==> src/rtl/cycle_arbiter.sv <==
// cycle_arbiter: two-requester round-robin owner of a START/RUN/STOP/CLEAR
// process cycle. All outputs are flops loaded from the next-state decode, so
// they track the current state with no input-to-output combinational path.
module cycle_arbiter #(
  parameter int CNT_W = 4
) (
  input  logic             Clock,
  input  logic             Reset,
  input  logic [1:0]       req,
  input  logic [CNT_W-1:0] run_len,
  input  logic             abort,
  output logic [1:0]       grant,
  output logic             K1,
  output logic             K2,
  output logic             busy,
  output logic             done,
  output logic [2:0]       state
);

  typedef enum logic [2:0] {
    S_IDLE  = 3'b000,
    S_START = 3'b001,
    S_RUN   = 3'b010,
    S_STOP  = 3'b011,
    S_CLEAR = 3'b100
  } state_t;

  localparam logic [CNT_W-1:0] ONE = CNT_W'(1);

  state_t           state_q, state_d;
  logic [1:0]       grant_q, grant_d;
  logic [CNT_W-1:0] cnt_q,   cnt_d;
  logic [CNT_W-1:0] len_q,   len_d;
  logic             last_q,  last_d;
  logic             k1_q,    k1_d;
  logic             k2_q,    k2_d;
  logic             busy_q,  busy_d;
  logic             done_q,  done_d;
  logic             arb_idx;

  // Round-robin pick: on contention the requester that did not win last time.
  always_comb begin
    arb_idx = last_q;
    case (req)
      2'b01:   arb_idx = 1'b0;
      2'b10:   arb_idx = 1'b1;
      2'b11:   arb_idx = ~last_q;
      default: arb_idx = last_q;
    endcase
  end

  // Next-state, owner, run length and counter.
  always_comb begin
    state_d = state_q;
    grant_d = grant_q;
    cnt_d   = cnt_q;
    len_d   = len_q;
    last_d  = last_q;
    case (state_q)
      S_IDLE: begin
        grant_d = 2'b00;
        if (req != 2'b00) begin
          state_d = S_START;
          grant_d = arb_idx ? 2'b10 : 2'b01;
          last_d  = arb_idx;
          // A zero length still runs for one cycle.
          len_d   = (run_len == '0) ? ONE : run_len;
        end
      end
      S_START: begin
        if (abort) begin
          state_d = S_STOP;
        end else begin
          state_d = S_RUN;
          cnt_d   = len_q - ONE;
        end
      end
      S_RUN: begin
        // Counter counts L-1 down to 0, so RUN spans exactly L cycles and
        // never needs to hold the value L itself (no wrap at all-ones).
        if (abort || cnt_q == '0) begin
          state_d = S_STOP;
        end else begin
          cnt_d = cnt_q - ONE;
        end
      end
      S_STOP: begin
        state_d = S_CLEAR;
      end
      S_CLEAR: begin
        state_d = S_IDLE;
        grant_d = 2'b00;
      end
      default: begin
        state_d = S_IDLE;
        grant_d = 2'b00;
      end
    endcase
  end

  // Output decode from the next state so the registered strobes line up
  // with the state they belong to.
  always_comb begin
    k1_d   = (state_d == S_START);
    k2_d   = (state_d == S_STOP);
    done_d = (state_d == S_CLEAR);
    busy_d = (state_d != S_IDLE);
  end

  // State and output registers; reset abandons any cycle in flight.
  always_ff @(posedge Clock or negedge Reset) begin
    if (!Reset) begin
      state_q <= S_IDLE;
      grant_q <= 2'b00;
      cnt_q   <= '0;
      len_q   <= '0;
      last_q  <= 1'b1;
      k1_q    <= 1'b0;
      k2_q    <= 1'b0;
      busy_q  <= 1'b0;
      done_q  <= 1'b0;
    end else begin
      state_q <= state_d;
      grant_q <= grant_d;
      cnt_q   <= cnt_d;
      len_q   <= len_d;
      last_q  <= last_d;
      k1_q    <= k1_d;
      k2_q    <= k2_d;
      busy_q  <= busy_d;
      done_q  <= done_d;
    end
  end

  assign grant = grant_q;
  assign K1    = k1_q;
  assign K2    = k2_q;
  assign busy  = busy_q;
  assign done  = done_q;
  assign state = state_q;

endmodule

==> config.mk <==
export PLATFORM = sky130hd
export DESIGN_NAME = cycle_arbiter
export DESIGN_NICKNAME = d
export VERILOG_FILES = /design/src/rtl/cycle_arbiter.sv
export SDC_FILE = /design/constraint.sdc
export NUM_CORES = 1
export LEC_CHECK = 0
export CORE_MARGIN = 1.5
export CORE_UTILIZATION = 50
export CTS_CLUSTER_DIAMETER = 200
export DETAILED_ROUTE_END_ITERATION = 6
export HOLD_SLACK_MARGIN = 0.03
export PLACE_DENSITY = 0.86
export SYNTH_ARGS = -nofsm -noshare
export SYNTH_HDL_FRONTEND = slang
export SYNTH_SLANG_ARGS = --single-unit
==> constraint.sdc <==
create_clock -name Clock -period 3.1 [get_ports Clock]
set_input_delay 0.775 -clock Clock [delete_from_list [all_inputs] [get_ports Clock]]
set_output_delay 0.775 -clock Clock [all_outputs]
set_load 0.01 [all_outputs]
## After elaboration in Yosys (flattened, before gate mapping)

Index checks and enable logic that the tools add are counted.

| cells by class | value |
|---|---|
| add/subtract/negate cells | 2 |
| equal/unequal tests | 11 |
| mux-type cells | 12 |
| bitwise logic cells | 1 |
| reduce and logical (&&, ||, !) cells | 10 |

Operator list:

| kind | count |
|---|---|
| 4-bit 2-to-1 mux | 3 |
| 3-bit one-hot mux with 4 select lines | 1 |
| 3-bit by 2-bit == test with 1-bit output, second input constant | 3 |
| 4-bit zero test | 2 |
| 4-bit one-hot mux with 2 select lines | 1 |
| 4-bit by 1-bit subtractor with 4-bit output, second input constant | 2 |
| 3-bit by 1-bit == test with 1-bit output, second input constant | 2 |
| 3-bit 2-to-1 mux | 2 |
| 2-bit == test, second input constant | 2 |
| 2-bit 2-to-1 mux | 2 |
| 2-bit != test, second input constant | 2 |
| 2-bit one-hot mux with 2 select lines | 1 |
| 2-bit nonzero test | 2 |
| 3-bit == test, second input constant | 1 |
| 3-bit zero test | 1 |
| 1-bit one-hot mux with 3 select lines | 1 |
| 3-bit AND reduction | 1 |
| 3-bit nonzero test | 1 |
| 3-bit OR reduction | 1 |
| 2-bit by 1-bit == test with 1-bit output, second input constant | 1 |
| 2-bit AND reduction | 1 |
| 1-bit logical OR | 1 |
| 1-bit 2-to-1 mux | 1 |
| 1-bit inverter | 1 |

| storage, ports and cells | value |
|---|---|
| flip-flop bits (word level) | 18 |
| output and inout port bits | 9 |
| word-level logic and storage cells | 45 |

## Longest topological paths before layout

| logic depth | value |
|---|---|
| depth in word-level cells | 5 |
| depth in mapped cells | 7 |
| mapped depth without buffers | 6 |

## Least setup slack after synthesis

Ideal clock, no wire load.

| timing | value |
|---|---|
| path type | register to register |
| start point | register state_q[0], in the netlist state[0] |
| end point | register cnt_q[2] |
| data arrival time | 1.824 ns |
| required time | 3.013 ns |
| slack | 1.190 ns |
| cell stages (with the launch flop) | 7 |
| path buffers | 1 |
| clock period less this slack | 1.910 ns |
| cells stage by stage | dfrtp_1 -> buf_6 -> nor3b_4 -> mux2i_1 -> ha_1 -> or4b_1 -> o211ai_1 |

| between the ends | value |
|---|---|
| longest elaborated chain between the ends | 3 |
| elaborated cells between the ends (all ways) | 7 |
| those cells by class | 4 x eq/ne; 1 x mux; 2 x reduce/logical |

Ends and longest elaborated chain:

| what | RTL line | RTL |
|---|---|---|
| start, declared | 30 | `state_t state_q, state_d;` |
| start signal, assigned | 123 | `state_q <= state_d;` |
| 3-bit by 2-bit == test with 1-bit output or 3-bit by 1-bit == test with 1-bit output (tied branches) | 59 | `case (state_q)` |
| 2-bit != test (no source line) or 2-bit nonzero test (tied branches) | -- |  |
| 3-bit AND reduction (no source line) | -- |  |
| end signal, assigned | 125 | `cnt_q <= cnt_d;` |
| end, declared | 32 | `logic [CNT_W-1:0] cnt_q, cnt_d;` |

Parallel ways exist; a longest one is shown, timed or not.
A chain may end at the register's enable or synchronous reset.

## Final worst setup path

| timing | value |
|---|---|
| start point | register state_q[2], in the netlist state[2] |
| end point | output port state[2] |

RTL lines:

| what | RTL line | RTL |
|---|---|---|
| end, declared | 17 | `output logic [2:0] state` |

No word-level cell between the ends.

==> results.txt <==
----------------------------------------------------
[Outcome]
  Status ... completed

[Placement]
  Port-buffer cells ... 17
  Area after detailed placement ... 1040 um^2
  Post-Place Cells ... 111
  HPWL after DPL ... 1320 um
  Routability cong. ... 0.716

[STA]
  Worst Clk Skew ... 0.00400 ns
  Final count of pins violating max slew ... 0
  Final worst-path cycle share ... 76.5%
  Total Neg Setup Slack ... 0 ns
  Highest attainable clock frequency ... 0.422 GHz
  Minimum period implied by the final worst setup slack ... 2.37 ns
  Worst Tran Pin Value ... 0.794 ns
  RSZ-0062 raised after global routing ... false
  Max transition margin ... 46.9%
  Final Hold Vio Count ... 0
  Final setup viols ... 0

[Synth]
  Post-Syn Nets ... 90
  Main combinational cell family by area after synthesis ... simple AND/OR/NAND/NOR gates
  Post-synthesis register bit count ... 18
  Number of warnings issued by yosys ... 0
  Syn Inst Count ... 80
  Post-synth design cell area ... 886 um^2
  Async set-or-reset flop fraction in the synthesized netlist ... 100%
  Post-synthesis cell type with the largest combined area ... dfrtp_1
  Number of distinct library cells after synthesis ... 28
  Top_reg_cell synth ... dfrtp_1
  Synth area leaders ... dfrtp_1 48%, a21oi_1 4.0%, buf_6 3.8%
  Portion of synthesized cell area occupied by the leading cell type ... 48.0%
  Mux share of post-synthesis cell area ... 6.07%
  Seq/Total Area, Yosys ... 51.0%
  EDFF count, synth ... 0
  Synthesized-area fraction occupied by adder cells ... 1.41%
  XOR/XNOR Fraction of Synth Area ... 1.98%
  Commonest cells in the synthesized netlist ... 17 x dfrtp_1, 8 x nor2_1, 7 x a21oi_1, 6 x nand2_1, 4 x nor3b_1
  Synthesized-area fraction occupied by and/or/nand/nor cells ... 21.2%
  Mean Syn Cell Area ... 11.1 um^2
  Synth Area in Compound Gates ... 14.1%
  Most common cell in the netlist ... dfrtp_1

[GRT]
  GR Util met1 ... 26.5%
  Wire length of the first global-routing pass ... 2930 um
  Global-route met3 utilization ... 3.20%
  Number of antenna violations at the first check in global routing ... 0
  Total global-route track usage ... 19.9%
  Top Usage Layer GRT ... met2
  Number of global-route vias before repair ... 659
  Pin count of the biggest net entering global routing ... 19
  GRT overflow ... 0
  Met2 routing resource usage after global routing ... 32.6%

[Critical path]
  Critical-path cell with the highest stage delay ... dfrtp_1
  Number of buffer and inverter instances along the worst setup path ... 1
  Maximum single-stage delay on the critical path ... 0.68 ns
  Worst Setup End Kind ... output pin
  Capturing point of the worst reg2reg path ... cnt_q[2]$_DFFE_PN0P_
  Critical Path, Cell by Cell ... clkdlybuf4s50_1
  Family with the most delay on the worst path ... flip-flops
  Largest fanout on the critical path ... 13
  Flop2flop setup slack ... 0.88 ns
  Startpoint type of the worst setup path ... register
  Startpoint of the lowest-slack register-to-register path ... state[1]$_DFF_PN0_
  Required time reported for the critical path endpoint ... 2.32 ns
  Worst path arrival time ... 1.60 ns
  Critical Setup Path Class ... register to output pin
  Number of cell instances on the worst register-to-register path ... 5

[Drt]
  Number of detailed-routing iterations run before antenna repair ... 4
  Detail Route Antenna Nets ... 0
  Via density per instance ... 5.71
  Detailed Route Iter0 Violations ... 13
  Total vias in the final route ... 657
  Overall routed net length ... 1750 um
  DRC violations left ... 0
  Routed wire length per instance ... 15.2 um

[Clock tree]
  CTS H-Tree Depth ... 1
  Clock Pin Slew Worst Setup and Hold Paths ... 0.10 ns
  Sink Count ... 18
  Clock tree from TritonCTS ... built
  Number of CTS-inserted buffers ... 3
  Cell at the root of the clock tree ... clkbuf_4
  Buffer levels on the longest clock path ... 2
  Cells resized by post-CTS repair ... 0
  Hold buffer count at CTS ... 0
  Source-to-sink clock delay at the later pin of the worst-skew pair ... 0.28 ns
  Post-CTS setup-driven buffer insertion count ... 0

[Cells and area]
  Area growth, synth to finish ... 21.9%
  Ratio of cells with drive above 1 in the final layout ... 12.2%
  Final net count ... 109
  Filler-free cell count of the finished design ... 115
  Number of diodes added for antenna fixing ... 0
  Fill cell instance count of the final layout ... 137
  Non-Filler Cell Area, Final ... 1080 um^2

[Pwr]
  Net switching power ... 450 uW
  Leak ... 0.432 nW
  Power share of the sequential group ... 42.6%
  Sw Share ... 39.0%
  Power density cells ... 1070 nW/um^2
  IR Drop Worst-Case VDD ... 563 uV
  Portion of total power attributed to the clock network ... 12.2%
  Internal Pwr Total ... 704 uW
  Combinational share of power ... 45.1%

[Die]
  Die Width ... 45.1 um
  Core Footprint ... 1690 um^2
  Starting Density ... 52.4%
  Die Span Y ... 45.1 um
  Std cell rows ... 15
  Total die area ... 2030 um^2
  Number of top-level pins ... 18

[Hold path]
  Terminating pin of the worst hold path ... cnt_q[3]$_DFFE_PN0P_
  Critical hold path startpoint ... cnt_q[3]$_DFFE_PN0P_
  Depth of the worst hold-timing path ... 2
  Worst hold path class ... register to register

[Job]
  Max-cap check violation count ... 0

----------------------------------------------------
how the worst max path moves through the flow:
stage          slack, ns                from  depth (start not counted)              endpoint
6_report            0.73  state[2]$_DFF_PN0_                          1              state[2]
5_1_grt             0.64  state[2]$_DFF_PN0_                          1              state[2]
4_1_cts             0.70  state[2]$_DFF_PN0_                          1              state[2]
3_5_place_dp        0.80              req[0]                          4  len_q[1]$_DFFE_PN0P_
3_3_place_gp        0.87              req[0]                          4  len_q[2]$_DFFE_PN0P_
2_1_floorplan       1.19  state[0]$_DFF_PN0_                          6  cnt_q[2]$_DFFE_PN0P_
cells by family after synthesis:
group           after synthesis
mux                           5
buf+inv                       4
flops                        18
simple gates                 30
fa+ha+maj                     1
xor+xnor                      2
compound gates               20
power groups by stage:
stage / combinational [mW] / clock, mW / sequential (mW)
3_3_place_gp: 0.509 / 0 / 0.484
5_1_grt: 0.584 / 0.153 / 0.509
2_1_floorplan: 0.407 / 0 / 0.450
4_1_cts: 0.529 / 0.146 / 0.491
6_report: 0.521 / 0.141 / 0.492
3_5_place_dp: 0.524 / 0 / 0.496
state kept, by name, summed over array words and instances, names as in the netlist:
signal  flops
done        1
len_q       4
grant       2
state       3
K1          1
cnt_q       4
busy        1
last_q      1
K2          1
per-layer routing:
metal | wire length, um | up-vias | share of wire (%)
met4 | 9 | 0 | 0.52
li1 | - | 329 | -
met1 | 820 | 315 | 47
met2 | 878 | 11 | 50
met5 | 0 | - | 0
met3 | 36 | 2 | 2.1
cell type report:
type                       instances  area, um^2  area share (%)
tap                               17        21.3            1.97
sequential                        18         452            41.8
inverter                           1        3.75           0.348
multi-input combinational         58         397            36.7
timing repair buffer              17         170            15.8
clock buffer                       4        36.3            3.36
stage by stage:
| stage | util (%) | hold WS [ns] | setup slack, ns | power, mW |
|---|---|---|---|---|
| floorplan | - | 0.467 | 1.19 | 0.857 |
| global placement | 61.8 | 0.478 | 0.873 | 0.992 |
| detailed placement | 61.8 | 0.486 | 0.798 | 1.02 |
| CTS | 63.9 | 0.507 | 0.698 | 1.17 |
| global route | 63.9 | 0.549 | 0.640 | 1.25 |
| finish | 63.9 | 0.507 | 0.728 | 1.15 |
placed cells by master (no fill, tap or decap), types with 2 or more instances in the layout:
cell	synthesis	final
a21oi_1	7	7
mux2i_1	2	2
o211ai_1	2	2
nor3_1	3	3
clkdlybuf4s50_1	0	17
nor3b_1	4	4
o21ai_0	3	3
a31oi_1	2	2
mux2_2	3	3
nand2_1	6	6
xnor2_1	2	2
nor2_1	8	8
o21ai_1	2	2
nand2b_1	2	2
nand3_1	2	2
clkbuf_4	0	3
dfrtp_1	17	17
(Power assumes the default switching activity.)
